## src/rtl/mux_pkg.sv

```systemverilog
// Shared definitions for the pipelined N-way selector.
// Contents:
//   clog2_min1         select-width helper that never returns less than 1
//   EMPTY / ONE / FULL  occupancy encodings (output register / skid register)
package mux_pkg;

   localparam logic [1:0] EMPTY = 2'd0;
   localparam logic [1:0] ONE   = 2'd1;
   localparam logic [1:0] FULL  = 2'd2;

   // Width of an index into n items.
   // The minimum of 1 keeps a 1-bit select when n <= 2.
   function automatic int unsigned clog2_min1(input int unsigned n);
      int unsigned w;
      w = $clog2(n);
      return (w < 1) ? 1 : w;
   endfunction

endpackage

```

## src/rtl/mux_n_to_1_comb.sv

```systemverilog
// Pure combinational N-way word selector.
// Ports:
//   in_data  flattened inputs; input k occupies [k*WIDTH +: WIDTH]
//   sel      index of the input to select
//   word     selected word, or all-zero when sel >= NUM_INPUTS
module mux_n_to_1_comb
   import mux_pkg::*;
#(
   parameter int unsigned WIDTH      = 32,
   parameter int unsigned NUM_INPUTS = 4,
   parameter int unsigned SEL_W      = clog2_min1(NUM_INPUTS)
) (
   input  logic [NUM_INPUTS*WIDTH-1:0] in_data,
   input  logic [SEL_W-1:0]            sel,
   output logic [WIDTH-1:0]            word
);

   // Decoded OR-selection.
   // Out-of-range indices match no input, so word stays zero.
   always_comb begin
      word = '0;
      for (int unsigned k = 0; k < NUM_INPUTS; k++) begin
         if (sel == SEL_W'(k)) begin
            word = in_data[k*WIDTH +: WIDTH];
         end
      end
   end

endmodule

```

## src/rtl/mux_n_to_1_pipe.sv

```systemverilog
// Registered N-way W-bit selector with a valid/ready handshake and a 1-entry skid buffer.
// Ports:
//   clk, rst_n           rising-edge clock, asynchronous active-low reset
//   in_data/in_sel       flattened inputs and the index to capture
//   in_valid/in_ready    upstream handshake; in_ready is the inverse of skid-register occupancy
//   flush                synchronous discard of all held words (highest priority)
//   out_data/out_sel     registered selected word and the index that produced it
//   out_valid/out_ready  downstream handshake
//   sel_err              sticky out-of-range-select flag
//                        (only when MUX_N_TO_1_PIPE_SEL_CHECK_EN is defined)
module mux_n_to_1_pipe
   import mux_pkg::*;
#(
   parameter int unsigned WIDTH      = 32,
   parameter int unsigned NUM_INPUTS = 4,
   parameter int unsigned SEL_W      = clog2_min1(NUM_INPUTS)
) (
   input  logic                        clk,
   input  logic                        rst_n,
   input  logic [NUM_INPUTS*WIDTH-1:0] in_data,
   input  logic [SEL_W-1:0]            in_sel,
   input  logic                        in_valid,
   output logic                        in_ready,
   input  logic                        flush,
`ifdef MUX_N_TO_1_PIPE_SEL_CHECK_EN
   output logic                        sel_err,
`endif
   output logic [WIDTH-1:0]            out_data,
   output logic [SEL_W-1:0]            out_sel,
   output logic                        out_valid,
   input  logic                        out_ready
);

   logic [WIDTH-1:0] word;

   // Output register (OR) and skid register (SK) state, plus next-state values.
   logic [WIDTH-1:0] or_data_n, sk_data, sk_data_n;
   logic [SEL_W-1:0] or_sel_n,  sk_sel,  sk_sel_n;
   logic             or_valid_n, sk_valid, sk_valid_n;
   logic             in_ready_n;
   logic             accept, pop;

   mux_n_to_1_comb #(
      .WIDTH      (WIDTH),
      .NUM_INPUTS (NUM_INPUTS),
      .SEL_W      (SEL_W)
   ) u_sel (
      .in_data (in_data),
      .sel     (in_sel),
      .word    (word)
   );

   assign accept = in_valid & in_ready;
   assign pop    = out_valid & out_ready;

   // Next-state logic for OR and SK.
   // An accept implies SK is empty, so a pop never has to move SK and
   // take a new word in the same cycle.
   always_comb begin
      or_data_n  = out_data;
      or_sel_n   = out_sel;
      or_valid_n = out_valid;
      sk_data_n  = sk_data;
      sk_sel_n   = sk_sel;
      sk_valid_n = sk_valid;

      if (flush) begin
         or_valid_n = 1'b0;
         sk_valid_n = 1'b0;
      end else begin
         if (pop) begin
            if (sk_valid) begin
               or_data_n  = sk_data;
               or_sel_n   = sk_sel;
               sk_valid_n = 1'b0;
            end else begin
               or_valid_n = 1'b0;
            end
         end
         if (accept) begin
            if (!out_valid || pop) begin
               or_data_n  = word;
               or_sel_n   = in_sel;
               or_valid_n = 1'b1;
            end else begin
               sk_data_n  = word;
               sk_sel_n   = in_sel;
               sk_valid_n = 1'b1;
            end
         end
      end

      // Registered copy of !SK.valid: no combinational path from out_ready.
      in_ready_n = !sk_valid_n;
   end

   // State registers.
   always_ff @(posedge clk or negedge rst_n) begin
      if (!rst_n) begin
         out_data  <= '0;
         out_sel   <= '0;
         out_valid <= 1'b0;
         sk_data   <= '0;
         sk_sel    <= '0;
         sk_valid  <= 1'b0;
         in_ready  <= 1'b1;
      end else begin
         out_data  <= or_data_n;
         out_sel   <= or_sel_n;
         out_valid <= or_valid_n;
         sk_data   <= sk_data_n;
         sk_sel    <= sk_sel_n;
         sk_valid  <= sk_valid_n;
         in_ready  <= in_ready_n;
      end
   end

`ifdef MUX_N_TO_1_PIPE_SEL_CHECK_EN
   // Widened by one bit so that NUM_INPUTS fits even when it is a power of two.
   localparam logic [SEL_W:0] NUM_IN_W = (SEL_W+1)'(NUM_INPUTS);

   logic sel_err_n;

   // Sticky flag, set by an accepted out-of-range select.
   // Flush clears it and wins over a same-cycle set.
   always_comb begin
      sel_err_n = sel_err;
      if (flush) begin
         sel_err_n = 1'b0;
      end else if (accept && ({1'b0, in_sel} >= NUM_IN_W)) begin
         sel_err_n = 1'b1;
      end
   end

   always_ff @(posedge clk or negedge rst_n) begin
      if (!rst_n) begin
         sel_err <= 1'b0;
      end else begin
         sel_err <= sel_err_n;
      end
   end
`endif

endmodule

```

## config.mk

```make
export PLATFORM = sky130hd
export DESIGN_NAME = mux_n_to_1_pipe
export DESIGN_NICKNAME = d
export VERILOG_FILES = /design/src/rtl/mux_pkg.sv /design/src/rtl/mux_n_to_1_comb.sv /design/src/rtl/mux_n_to_1_pipe.sv
export SDC_FILE = /design/constraint.sdc
export NUM_CORES = 1
export LEC_CHECK = 0
export BUFFER_PORTS_ARGS = -buffer_cell sky130_fd_sc_hd__buf_2
export CAP_MARGIN = 20
export CORE_MARGIN = 8
export CORE_UTILIZATION = 35
export CTS_CLUSTER_SIZE = 24
export DETAILED_ROUTE_END_ITERATION = 6
export GPL_TIMING_DRIVEN = 0
export HOLD_SLACK_MARGIN = 0.08
export SYNTH_ARGS = -nofsm -noshare
export SYNTH_HDL_FRONTEND = slang
export SYNTH_SLANG_ARGS = --single-unit
```

## constraint.sdc

```tcl
create_clock -name clk -period 2.2 [get_ports clk]
set_input_delay 0.11 -clock clk [delete_from_list [all_inputs] [get_ports clk]]
set_output_delay 0.11 -clock clk [all_outputs]
set_load 0.005 [all_outputs]
```

# Yosys cells after proc, flatten, opt, wreduce, memory -nomap -nowiden
# Cells that the tools add are included.
# W data, S select, Z words.
classes:
  n_mux: 21
  n_reduce_logical: 5
  bitwise_logic: 4
  eq_ne: 3
ops:
  columns: ["op", "n"]
  rows:
  - ["$mux W32", 8]
  - ["$mux W1", 9]
  - ["$mux W2", 4]
  - ["$eq A2 B2 Y1 const B", 2]
  - ["$reduce_and A3 Y1", 1]
  - ["$and A1 B1 Y1", 2]
  - ["$eq A2 B1 Y1 const B", 1]
  - ["$logic_not A1 Y1", 2]
  - ["$logic_not A2 Y1", 1]
  - ["$not A1 Y1", 2]
  - ["$logic_or A1 B1 Y1", 1]
totals:
  ff_bits: 71
  in_bits: 135
  out_inout_bits: 36

# Longest topological paths before layout
logic_depth:
  word_depth: 7
  depth_mapped: 6
  mapped_depth_nobuf: 4

# Hierarchy
# Synthesis repeated with hierarchy kept, for this count alone.
unflattened:
  hier_cells: 241
  hier_area_um2: 3693.5
by_module_without_submodules:
  columns: ["module", "cells_per_inst", "area_each_um2", "seq_area_each_um2", "n_inst"]
  rows:
  - ["mux_n_to_1_pipe", 202, 2879.0, 1778.0, 1]
  - ["mux_n_to_1_comb", 39, 814.5, 0.0, 1]

# Least setup slack after synthesis
# No wires, ideal clock.
synth_timing:
  path_type: "reg-to-reg"
  start: "reg in_ready"
  end: "reg sk_data[20]"
  period_less_slack_ns: 1.676
  n_path_buf: 1
  t_required_ns: 2.075
  path_slack_ns: 0.524
  path_stages_with_launch: 5
  arrival_ns: 1.552
  setup_ns: 0.125
  path_cell_list: "dfstp_2 nand2_1 nor3_4 buf_6 mux2_2"
synth_via:
  elab_chain_cells: 2
synth_lines:
  columns: ["item", "line_no", "rtl"]
  rows:
  - ["start: declaration", "mux_n_to_1_pipe.sv:23", "output logic in_ready,"]
  - ["start signal: assignment", "mux_n_to_1_pipe.sv:114", "in_ready <= in_ready_n;"]
  - ["$and A1 B1 Y1", "mux_n_to_1_pipe.sv:53", "assign accept = in_valid & in_ready;"]
  - ["$reduce_and A3 Y1 (no line)", null, null]
  - ["end signal: assignment", "mux_n_to_1_pipe.sv:111", "sk_data <= sk_data_n;"]
  - ["end: declaration", "mux_n_to_1_pipe.sv:37", "logic [WIDTH-1:0] or_data_n, sk_data, sk_data_n;"]
# Every way passes these cells.
# A chain may end at the register's enable or synchronous reset.

# Worst setup path in the final report
layout_timing:
  start: "reg in_ready"
  end: "reg sk_data[27]"
# The elaborated chain is that of the path after synthesis.

==> key figures <==
CTS
  • Worst-skew pair later-pin latency: 0.33 ns
  • CTS clk-pin slew, worst paths: 0.08 ns
  • Postcts setup bufs: 0
  • H-tree depth: 3
  • Num CTS Buffers: 9
  • CTS Sinks: 71
  • CTS tree: built
  • Clk root buf: clkbuf_8
  • Maximum clock path buffer count: 2

Layout
  • Net count, final: 596
  • Fin cells: 601
  • Synth-to-Final Area Change: 34.4%
  • Multi-input gate area: 1720 um2
  • # diodes: 0
  • Reg area: 1780 um2
  • Final Util: 48.2%
  • Layout fillers: 992
  • Layout cells sized above 1: 58.9%
  • Fin area: 4950 um2

STA
  • Setup TNS: 0 ns
  • Fin crit share: 89.5%
  • Endpoints failing setup: 0
  • Max Clock Freq: 0.508 GHz
  • Final max-slew violation count: 0
  • Worst-Margin Slew: 0.925 ns
  • Clock skew: 0.00761 ns
  • Final worst slack: 0.231 ns
  • Slew HR: 38.4%
  • RSZ-0062 raised after global routing: no
  • Final Hold Fails: 0
  • Hold slack: 0.234 ns
  • Clock period minus worst slack: 1.97 ns

Power
  • Cell leakage power: 2.28 nW
  • Design Power: 3.89 mW
  • PD cells: 786 nW/um2
  • Peak VDD IR: 0.315 mV

Synthesis
  • Mapped Area: 3680 um2
  • Count leader, synth: dfrtp_1
  • Syn Inst Count: 280
  • Synthesis Warnings: 0
  • Synth Register Bits: 71
  • Syn Nets: 415
  • Sequential element share of the synthesized area: 48.3%
  • Post-synth EDFFs: 0
  • Number of library cell types mapped by synthesis: 25
  • Syn_area_per_cell: 13.2 um2
  • Top cells by area, synth: dfrtp_1 48%, mux4_2 20%, mux2_2 9.5%
  • Most common library cells after synthesis: 70 x dfrtp_1, 66 x nor2_1, 32 x mux4_2, 32 x o22ai_1, 31 x mux2_2
  • Ys async rst share: 100%
  • Synth area leader: dfrtp_1
  • Top FF cell, synth: dfrtp_1
  • Yosys top cell area share: 47.6%

Placed design
  • Port Buffer Count: 167
  • DP Worst Slack: 0.225 ns
  • Hpwl dp: 8410 um
  • GP Congestion: 0.754
  • Placed Area: 4690 um2
  • Post-placement cell count: 583

Setup path
  • Worst Setup End Kind: flop
  • Crit path max fanout: 10
  • Crit path arrival time: 2.18 ns
  • R2r startpoint: in_ready$_DFF_PN1_
  • Setup crit start: in_ready$_DFF_PN1_
  • CP Data Required Time: 2.42 ns
  • Worst Path Class, Setup: reg -> reg
  • Startpoint Class: flop

Floorplan
  • Core Area: 10,300 um2
  • Initial core utilization: 35.8%
  • Placement Rows: 37
  • Die extent in x: 119 um
  • I/O pin count: 171
  • Die Y: 119 um
  • Die area: 14,100 um2

GRT
  • Initial antenna violation count: 0
  • GRT Total Usage: 15.7%
  • Largest net degree at the start of global routing: 72
  • Gr ovfl total: 0
  • Vias in the first global route: 3,534
  • First-pass GRT wire length: 17,700 um

Job
  • Number of max-cap violations: 0

Drt
  • 1st-iter DRT viols: 93
  • Post-route ant nets: 0
  • Total wire length: 10,900 um
  • Residual DRC count: 0
  • First-pass DRT Iterations: 4
  • Routed vias/inst: 5.04
  • Vias: 3,027
  • Routed WL per cell: 18.2 um

Outcome
  • Status: completed

Worst hold path
  • Worst hold path class: in -> reg
  • HP Start: in_data[28]
## power by group
part	switching, mW	total (mW)	leakage [nW]	internal (mW)
combinational	0.363	0.905	1.34	0.541
clock	0.479	1.20	0.118	0.725
sequential	0.167	1.79	0.824	1.62
total	1.01	3.89	2.28	2.89
## path summary, 6_finish.rpt
path | to | slack (ns) | depth (start not counted)
worst max-delay path | sk_data[27]$_DFFE_PN0P_ | 0.23 | 4
max in group asynchronous | out_data[9]$_DFFE_PN0N_ | 1.13 | 2
worst max register to register | sk_data[27]$_DFFE_PN0P_ | 0.23 | 4
worst min register to register | sk_data[15]$_DFFE_PN0P_ | 0.51 | 1
worst min-delay path | out_data[28]$_DFFE_PN0N_ | 0.23 | 4
min in group asynchronous | out_data[1]$_DFFE_PN0N_ | 0.44 | 2
## what timing repair did
| item | 4_1_cts | 5_1_grt |
|---|---|---|
| gates resized for setup | 0 | 0 |
| hold buffers | 3 | 0 |
| endpoints found under the setup margin | 0 | 0 |
| hold endpoints to repair | 72 | 0 |
## worst max-delay path, cell delays in order, from the launching register on
cell     delay [ns]
dfstp_2        0.54
nand2_1        0.20
nor3_4         0.50
buf_6          0.26
mux2_2         0.35
## kinds of logic (layout without fill, tap and decap cells)
group,after synthesis,in the layout,share of synthesized area (%)
buffers and inverters,24,209,4.99
multiplexers,66,66,30.3
AO/OA/AOI/OAI,40,40,7.13
AND/OR/NAND/NOR,79,79,9.34
flip-flops,71,71,48.3
## layout by cell type, fill, tap and decap left out, types with 2 or more instances in the layout
cell / netlist / final
dfrtp_1: 70 / 70
mux4_2: 32 / 32
mux2_2: 31 / 31
nand3_1: 2 / 2
nand2_1: 2 / 2
o22a_1: 2 / 2
dlygate4sd3_1: 0 / 3
nor2_1: 66 / 66
buf_2: 9 / 175
mux2_4: 3 / 3
a21oi_1: 4 / 4
inv_1: 2 / 2
bufinv_16: 0 / 2
nor3_1: 2 / 2
clkbuf_1: 2 / 2
clkbuf_8: 0 / 12
buf_6: 11 / 11
o22ai_1: 32 / 32
## flip-flops by register name, indices dropped and copies added, names as in the netlist
name / cells
sk_valid: 1
sk_sel: 2
out_valid: 1
in_ready: 1
out_data: 32
out_sel: 2
sk_data: 32
## per-layer routing
metal  up-vias  wire (um)  GRT usage [%]
met2       118       5410           27.2
met5         -          0              0
met1      1498       4600           17.8
met4         0         68           4.35
met3         8        838           5.57
li1       1403          -              -
## area by class of cell
cell class / instances / area share, %
inverter: 2 / 0.152
timing repair buffer: 170 / 17.5
clock buffer: 12 / 3.34
tap: 136 / 3.44
multi-input combinational: 185 / 34.8
clock inverter: 3 / 1.31
buffer: 22 / 3.56
sequential: 71 / 35.9
Note: power is estimated with default switching activity, not from simulation.
